**config.mk**
```make
export PLATFORM = sky130hd
export DESIGN_NAME = alu_control_md
export DESIGN_NICKNAME = d
export VERILOG_FILES = /design/src/rtl/alu_control_md.sv
export SDC_FILE = /design/constraint.sdc
export NUM_CORES = 1
export LEC_CHECK = 0
export BUFFER_PORTS_ARGS = -buffer_cell sky130_fd_sc_hd__buf_2
export CORE_MARGIN = 1.5
export CORE_UTILIZATION = 60
export DETAILED_ROUTE_END_ITERATION = 6
export PLACE_DENSITY = 0.88
export SLEW_MARGIN = 30
export SYNTH_ARGS = -nofsm -noshare
export SYNTH_HDL_FRONTEND = slang
export SYNTH_SLANG_ARGS = --single-unit
export TNS_END_PERCENT = 20
```
**constraint.sdc**
```tcl
create_clock -name clk -period 9.66 [get_ports clk]
set_clock_uncertainty 0.2 [all_clocks]
set_input_delay 0.483 -clock clk [delete_from_list [all_inputs] [get_ports clk]]
set_output_delay 0.483 -clock clk [all_outputs]
set_load 0.01 [all_outputs]
```
**src/rtl/alu_control_md.sv**
```systemverilog
// EX-stage ALU control: combinational ALUop/funct decode plus a multicycle
// signed/unsigned multiply/divide engine owning the HI/LO registers.
module alu_control_md #(
  parameter int DATA_W = 32
) (
  input  logic              clk,
  input  logic              reset,
  input  logic [1:0]        ALUop,
  input  logic [5:0]        func,
  input  logic              issue,
  input  logic [DATA_W-1:0] a,
  input  logic [DATA_W-1:0] b,
  output logic [3:0]        ALUControl,
  output logic              jr,
  output logic              illegal,
  output logic              stall,
  output logic              md_busy,
  output logic [DATA_W-1:0] mf_data
);

  localparam int CNT_W = $clog2(DATA_W);
  localparam logic [CNT_W-1:0] CNT_LAST = CNT_W'(DATA_W - 1);
  localparam logic [CNT_W-1:0] CNT_ONE  = CNT_W'(1);

  localparam logic [5:0] F_ADD   = 6'b100000;
  localparam logic [5:0] F_SUB   = 6'b100010;
  localparam logic [5:0] F_AND   = 6'b100100;
  localparam logic [5:0] F_OR    = 6'b100101;
  localparam logic [5:0] F_XOR   = 6'b100110;
  localparam logic [5:0] F_NOR   = 6'b100111;
  localparam logic [5:0] F_SLT   = 6'b101010;
  localparam logic [5:0] F_SLL   = 6'b000000;
  localparam logic [5:0] F_SRL   = 6'b000010;
  localparam logic [5:0] F_JR    = 6'b001000;
  localparam logic [5:0] F_MULT  = 6'b011000;
  localparam logic [5:0] F_MULTU = 6'b011001;
  localparam logic [5:0] F_DIV   = 6'b011010;
  localparam logic [5:0] F_DIVU  = 6'b011011;
  localparam logic [5:0] F_MFHI  = 6'b010000;
  localparam logic [5:0] F_MFLO  = 6'b010010;
  localparam logic [5:0] F_MTHI  = 6'b010001;
  localparam logic [5:0] F_MTLO  = 6'b010011;

  typedef enum logic [1:0] {S_IDLE, S_MUL, S_DIV, S_FIX} state_e;

  // Magnitude of a possibly-signed operand; the most negative value maps to 2^(DATA_W-1).
  function automatic logic [DATA_W-1:0] mag(input logic [DATA_W-1:0] x, input logic sgn);
    if (sgn && x[DATA_W-1]) begin
      mag = -x;
    end else begin
      mag = x;
    end
  endfunction

  state_e                state_q, state_d;
  logic [CNT_W-1:0]      cnt_q, cnt_d;
  logic [2*DATA_W-1:0]   p_q, p_d;
  logic [DATA_W-1:0]     opnd_q, opnd_d;
  logic [DATA_W-1:0]     a_orig_q, a_orig_d;
  logic [DATA_W-1:0]     hi_q, hi_d;
  logic [DATA_W-1:0]     lo_q, lo_d;
  logic                  neg_lo_q, neg_lo_d;
  logic                  neg_hi_q, neg_hi_d;
  logic                  div0_q, div0_d;
  logic                  is_mul_q, is_mul_d;
  logic                  md_busy_q, md_busy_d;

  logic                  is_md_fn_s;
  logic                  md_op_s;
  logic                  accept_s;
  logic                  sgn_s;
  logic [DATA_W:0]       mul_sum_s;
  logic [DATA_W:0]       div_sh_s;
  logic [DATA_W:0]       div_diff_s;
  logic                  div_ge_s;
  logic [2*DATA_W-1:0]   prod_fix_s;

  // Funct decode into ALU control code, jr and illegal flags.
  always_comb begin
    ALUControl = 4'b1111;
    jr         = 1'b0;
    illegal    = 1'b0;
    is_md_fn_s = 1'b0;
    case (func)
      F_MULT, F_MULTU, F_DIV, F_DIVU, F_MFHI, F_MFLO, F_MTHI, F_MTLO: is_md_fn_s = 1'b1;
      default: is_md_fn_s = 1'b0;
    endcase
    case (ALUop)
      2'b00: ALUControl = 4'b0010;
      2'b01: ALUControl = 4'b0110;
      2'b11: ALUControl = 4'b0001;
      default: begin
        case (func)
          F_ADD: ALUControl = 4'b0010;
          F_SUB: ALUControl = 4'b0110;
          F_AND: ALUControl = 4'b0000;
          F_OR:  ALUControl = 4'b0001;
          F_XOR: ALUControl = 4'b0011;
          F_NOR: ALUControl = 4'b1100;
          F_SLT: ALUControl = 4'b0111;
          F_SLL: ALUControl = 4'b1000;
          F_SRL: ALUControl = 4'b1001;
          F_JR:  jr = 1'b1;
          default: illegal = ~is_md_fn_s;
        endcase
      end
    endcase
  end

  assign md_op_s  = issue & (ALUop == 2'b10) & is_md_fn_s;
  assign stall    = md_op_s & md_busy_q;
  assign accept_s = md_op_s & ~md_busy_q;
  assign md_busy  = md_busy_q;
  assign mf_data  = (func == F_MFHI) ? hi_q : lo_q;
  assign sgn_s    = (func == F_MULT) || (func == F_DIV);

  // Shift-add keeps the multiplier in the low half and the running sum in the high half.
  assign mul_sum_s  = {1'b0, p_q[2*DATA_W-1:DATA_W]} + (p_q[0] ? {1'b0, opnd_q} : '0);
  assign div_sh_s   = {p_q[2*DATA_W-1:DATA_W], p_q[DATA_W-1]};
  assign div_diff_s = div_sh_s - {1'b0, opnd_q};
  assign div_ge_s   = ~div_diff_s[DATA_W];
  assign prod_fix_s = neg_lo_q ? -p_q : p_q;

  // Engine next-state: operand capture, iterations, sign fix and HI/LO writes.
  always_comb begin
    state_d   = state_q;
    cnt_d     = cnt_q;
    p_d       = p_q;
    opnd_d    = opnd_q;
    a_orig_d  = a_orig_q;
    hi_d      = hi_q;
    lo_d      = lo_q;
    neg_lo_d  = neg_lo_q;
    neg_hi_d  = neg_hi_q;
    div0_d    = div0_q;
    is_mul_d  = is_mul_q;
    case (state_q)
      S_IDLE: begin
        if (accept_s) begin
          case (func)
            F_MTHI: hi_d = a;
            F_MTLO: lo_d = a;
            F_MULT, F_MULTU: begin
              state_d  = S_MUL;
              cnt_d    = '0;
              is_mul_d = 1'b1;
              opnd_d   = mag(a, sgn_s);
              p_d      = {{DATA_W{1'b0}}, mag(b, sgn_s)};
              neg_lo_d = sgn_s & (a[DATA_W-1] ^ b[DATA_W-1]);
              neg_hi_d = 1'b0;
              div0_d   = 1'b0;
            end
            F_DIV, F_DIVU: begin
              state_d  = S_DIV;
              cnt_d    = '0;
              is_mul_d = 1'b0;
              opnd_d   = mag(b, sgn_s);
              p_d      = {{DATA_W{1'b0}}, mag(a, sgn_s)};
              neg_lo_d = sgn_s & (a[DATA_W-1] ^ b[DATA_W-1]);
              neg_hi_d = sgn_s & a[DATA_W-1];
              div0_d   = (b == '0);
              a_orig_d = a;
            end
            default: state_d = S_IDLE;
          endcase
        end else begin
          state_d = S_IDLE;
        end
      end
      S_MUL, S_DIV: begin
        if (state_q == S_MUL) begin
          p_d = {mul_sum_s, p_q[DATA_W-1:1]};
        end else begin
          p_d = {(div_ge_s ? div_diff_s[DATA_W-1:0] : div_sh_s[DATA_W-1:0]),
                 p_q[DATA_W-2:0], div_ge_s};
        end
        if (cnt_q == CNT_LAST) begin
          state_d = S_FIX;
          cnt_d   = '0;
        end else begin
          cnt_d   = cnt_q + CNT_ONE;
        end
      end
      S_FIX: begin
        state_d = S_IDLE;
        if (is_mul_q) begin
          {hi_d, lo_d} = prod_fix_s;
        end else if (div0_q) begin
          lo_d = '1;
          hi_d = a_orig_q;
        end else begin
          lo_d = neg_lo_q ? -p_q[DATA_W-1:0] : p_q[DATA_W-1:0];
          hi_d = neg_hi_q ? -p_q[2*DATA_W-1:DATA_W] : p_q[2*DATA_W-1:DATA_W];
        end
      end
      default: state_d = S_IDLE;
    endcase
    md_busy_d = (state_d != S_IDLE);
  end

  // State register with synchronous reset.
  always_ff @(posedge clk) begin
    if (reset) begin
      state_q   <= S_IDLE;
      cnt_q     <= '0;
      p_q       <= '0;
      opnd_q    <= '0;
      a_orig_q  <= '0;
      hi_q      <= '0;
      lo_q      <= '0;
      neg_lo_q  <= 1'b0;
      neg_hi_q  <= 1'b0;
      div0_q    <= 1'b0;
      is_mul_q  <= 1'b0;
      md_busy_q <= 1'b0;
    end else begin
      state_q   <= state_d;
      cnt_q     <= cnt_d;
      p_q       <= p_d;
      opnd_q    <= opnd_d;
      a_orig_q  <= a_orig_d;
      hi_q      <= hi_d;
      lo_q      <= lo_d;
      neg_lo_q  <= neg_lo_d;
      neg_hi_q  <= neg_hi_d;
      div0_q    <= div0_d;
      is_mul_q  <= is_mul_d;
      md_busy_q <= md_busy_d;
    end
  end

endmodule

```
==> reports/summary.txt <==
STATUS
------------------------------------------------------------------------------------------------------
Outcome                                                                                   finished with violations
Violated checks                                                                                    DRC

SYNTH
------------------------------------------------------------------------------------------------------
Average cell area after synthesis                                                            7.217 um2
Number of distinct standard cells referenced by the synthesized netlist                             74
Synth async-reset ratio                                                                             0%
Yosys warning total                                                                                  0
Library cell with the largest summed area after synthesis                                 sky130_fd_sc_hd__dfxtp_1
Summed instance area of the synthesized netlist                                              17160 um2
Gate Count Post-Synth                                                                             2378
Dominant synthesized flop cell                                                            sky130_fd_sc_hd__dfxtp_1
Number of synthesized flops with an enable pin                                                       0
Proportion of netlist area held by the largest area contributor                                 23.80%
Synthesized Nets                                                                                  2529
Count of state elements after synthesis                                                            204
Proportion of synthesized chip area in sequential cells                                         23.80%
Top area cells in the synthesized netlist                                                 sky130_fd_sc_hd__dfxtp_1, sky130_fd_sc_hd__a21oi_1, sky130_fd_sc_hd__nor2_1, sky130_fd_sc_hd__nand2_1, sky130_fd_sc_hd__ha_1

GRT
------------------------------------------------------------------------------------------------------
GRT Util Overall                                                                                40.48%
Vias in the first global route                                                                   17170
Number of antenna violations at the first check in global routing                                    0
Wire length of the first global-routing pass                                                  93500 um
Total gr overflow                                                                                    0
Maximum number of pins on one net before global-route repair                                        90

POWER AND IR DROP
------------------------------------------------------------------------------------------------------
Worst vdd ir                                                                               0.0001300 V
Combinational Power Share                                                                        10.4%
Power dissipated by switching net loads                                                    0.0005307 W
Switching share of power                                                                        26.62%
Total power density per cell area                                                         107.6 nW/um2
Internal portion of total power                                                             0.001463 W
Portion of total power attributed to sequential cells                                            42.4%
Fraction of power consumed by the clock network                                                  47.2%
Leak Pwr                                                                                      7.238 nW

CLOCK NETWORK
------------------------------------------------------------------------------------------------------
Source-to-sink clock delay at the later pin of the worst-skew pair                             0.53 ns
TritonCTS clock tree                                                                              done
Sink Count                                                                                         204
Clock transition at the register clock pins on the worst setup and hold paths after CTS        0.07 ns
Longest Clk Path Bufs                                                                                3
Root buf cell                                                                             sky130_fd_sc_hd__clkbuf_16
Count of hold buffers inserted by post-cts repair                                                    0
Clock buffers created by TritonCTS                                                                  23
Resized Gates After CTS                                                                              0
Setup Buffers After CTS                                                                              0
H-Tree Depth                                                                                         1

SETUP PATH
------------------------------------------------------------------------------------------------------
Critical path arrival                                                                          4.92 ns
Cell chain of the critical path                                                           inv_1, buf_4, ha_1, nand2b_1, nor2_1, nand4_1, or3_1, o31ai_1, xor2_1, nand2_1, o21ai_0, a211o_1, a21oi_1
Critical Path Fanout Max                                                                            19
Crit-path max cell delay                                                                       0.69 ns
Slowest stage cell on the critical path                                                   sky130_fd_sc_hd__nand4_1
Kind of end point of the critical path                                                        register
Startpoint kind of the worst setup timing path                                                register
Critical Path RT                                                                               9.92 ns
Class of the most critical setup path                                                     register to register

DRT
------------------------------------------------------------------------------------------------------
First-pass DRT Iterations                                                                            7
Count of antenna-violating nets left after detailed routing                                          0
Drt wl/cell                                                                                   22.68 um
Aggregate routed wire length                                                                  62430 um
Via count                                                                                        19110
# DRC                                                                                               14
Vias per std cell                                                                                6.943
1st-iter DRT viols                                                                                3071

TIMING
------------------------------------------------------------------------------------------------------
Worst-margin pin slew                                                                         1.078 ns
Fraction of the cycle the final worst path needs                                                48.23%
Final Hold Slack                                                                            0.09332 ns
Setup slack of the critical path after layout                                                 5.001 ns
Total count of hold-check failures in the final report                                               0
FMAX                                                                                         214.6 MHz
Final Slew Violations                                                                                0
Remaining max-slew budget at the tightest pin                                                   27.96%
Sum of negative setup slack                                                                       0 ns
Total setup violations reported at the end of the flow                                               0
Tmin final                                                                                    4.659 ns
Unrepaired setup endpoints after global routing                                                  false

FINAL LAYOUT
------------------------------------------------------------------------------------------------------
Filler cell count in the final layout                                                             2403
Top library cells by usage in the layout, fill and taps aside                             sky130_fd_sc_hd__nor2_1, sky130_fd_sc_hd__nand2_1, sky130_fd_sc_hd__a21oi_1
Final net count                                                                                   2509
Utilization after layout                                                                        66.34%
Sequential cell area in the final layout                                                      4091 um2
Ratio of cells with drive above 1 in the final layout                                           11.20%
Antenna diode count                                                                                  0
Area Overhead vs Synth                                                                          7.983%
Non-filler cells, final                                                                           2753
Leading cell type in the layout, fill and taps excluded                                   sky130_fd_sc_hd__nor2_1
Multi-input gate area in the final layout                                                    12150 um2

FLOORPLANNING
------------------------------------------------------------------------------------------------------
Die width                                                                                     172.1 um
Starting Density                                                                                61.44%
Overall die height                                                                            172.1 um
Area of the die                                                                              29630 um2
I/O pin total                                                                                      115
Core Rows                                                                                           61
Area of the core region                                                                      27930 um2

PLACED DESIGN
------------------------------------------------------------------------------------------------------
Number of placed instances, taps included                                                         2711
Final weighted congestion in routability-driven placement                                        1.066
Count of buffers inserted at the top-level ports                                                   114
Worst slack at placement                                                                      5.310 ns
DP HPWL                                                                                       44990 um

MIN PATH
------------------------------------------------------------------------------------------------------
HP Class                                                                                  input pin to register

RUN
------------------------------------------------------------------------------------------------------
Max-cap violations                                                                                   0

-- worst max-delay path: cells and delay by family (launching register included) --
kind	cells	cell delay, ns
compound gates	4	1.07
xor+xnor	1	0.10
fa+ha+maj	1	0.19
flops	1	0.36
simple gates	5	1.80
buf+inv	2	0.85
-- cell type report --
cell class | instances | share of cell area [%]
Multi-Input combinational cell | 1921 | 65.58
Sequential cell | 204 | 22.08
Timing Repair Buffer | 137 | 4.044
Clock buffer | 31 | 3.538
Tap cell | 378 | 2.552
Inverter | 71 | 1.438
Clock inverter | 11 | 0.7764
-- stage by stage --
| stage | area, um2 | power (W) |
|---|---|---|
| finish | 18530 | 0.001994 |
| detailed placement | 17720 | 0.001057 |
| CTS | 18520 | 0.001975 |
| global placement | 17710 | 0.001054 |
| floorplan | 17160 | 0.0009788 |
| global route | 18530 | 0.002028 |
-- power by group through the flow --
stage,sequential (W),combinational [W],clock [W]
final,0.000846,0.000207,0.000942
after global routing,0.000845,0.000214,0.000969
after CTS,0.000846,0.000194,0.000936
after detailed placement,0.000864,0.000193,0
after global placement,0.000865,0.000190,0
after floorplan,0.000863,0.000116,0
-- synth_stat cells, types with 17 or more instances --
cell type and n:
sky130_fd_sc_hd__nand2_1 274, sky130_fd_sc_hd__o21ai_0 135, sky130_fd_sc_hd__nor3_1 71, sky130_fd_sc_hd__a211oi_1 79, sky130_fd_sc_hd__inv_1 71, sky130_fd_sc_hd__nand2b_1 41
sky130_fd_sc_hd__mux2i_1 33, sky130_fd_sc_hd__clkbuf_1 163, sky130_fd_sc_hd__nor4_1 17, sky130_fd_sc_hd__nand3_1 22, sky130_fd_sc_hd__o31ai_1 40, sky130_fd_sc_hd__dfxtp_1 204
sky130_fd_sc_hd__a21o_1 26, sky130_fd_sc_hd__xnor2_1 97, sky130_fd_sc_hd__nor2_1 286, sky130_fd_sc_hd__ha_1 74, sky130_fd_sc_hd__xor2_1 98, sky130_fd_sc_hd__mux2_2 56
sky130_fd_sc_hd__o211ai_1 29, sky130_fd_sc_hd__a21oi_1 222, sky130_fd_sc_hd__a31oi_1 25, sky130_fd_sc_hd__or3_1 22, sky130_fd_sc_hd__o221ai_1 40
-- path summary, 6_finish.rpt --
kind	endpoint	slack, ns	cells past startpoint	start
min	a_orig_q[25]	0.09	3	a[25]
min reg2reg	lo_q[9]	0.25	2	lo_q[9]
max reg2reg	hi_q[16]	5.00	13	p_q[0]
max	hi_q[16]	5.00	13	p_q[0]
-- flip-flops by register name, summed over array words and instances, names as in the netlist --
register / cells
state_q: 2
neg_hi_q: 1
opnd_q: 32
hi_q: 32
is_mul_q: 1
p_q: 64
div0_q: 1
cnt_q: 5
neg_lo_q: 1
a_orig_q: 32
lo_q: 32
md_busy: 1
-- routing by layer --
layer | track usage (%) | wire (um) | vias up | part of all wire [%]
met3 | 12.09 | 9136 | 322 | 15
li1 | - | - | 8524 | -
met2 | 60.90 | 26300 | 1424 | 42
met4 | 22.57 | 4173 | 0 | 6.7
met1 | 51.55 | 22830 | 8844 | 37
met5 | 0 | 0 | - | 0
-- cells by family after synthesis --
family	Yosys count	share of synthesized area, %
AOI/OAI and AO/OA	729	27.34
DFF	204	23.80
muxes	89	5.599
and+or+nand+nor	832	22.04
buffers and inverters	253	5.650
xor gates and xnor gates	195	9.951
adders and majority gates	76	5.628
Note: power is estimated with default switching activity, not from simulation.
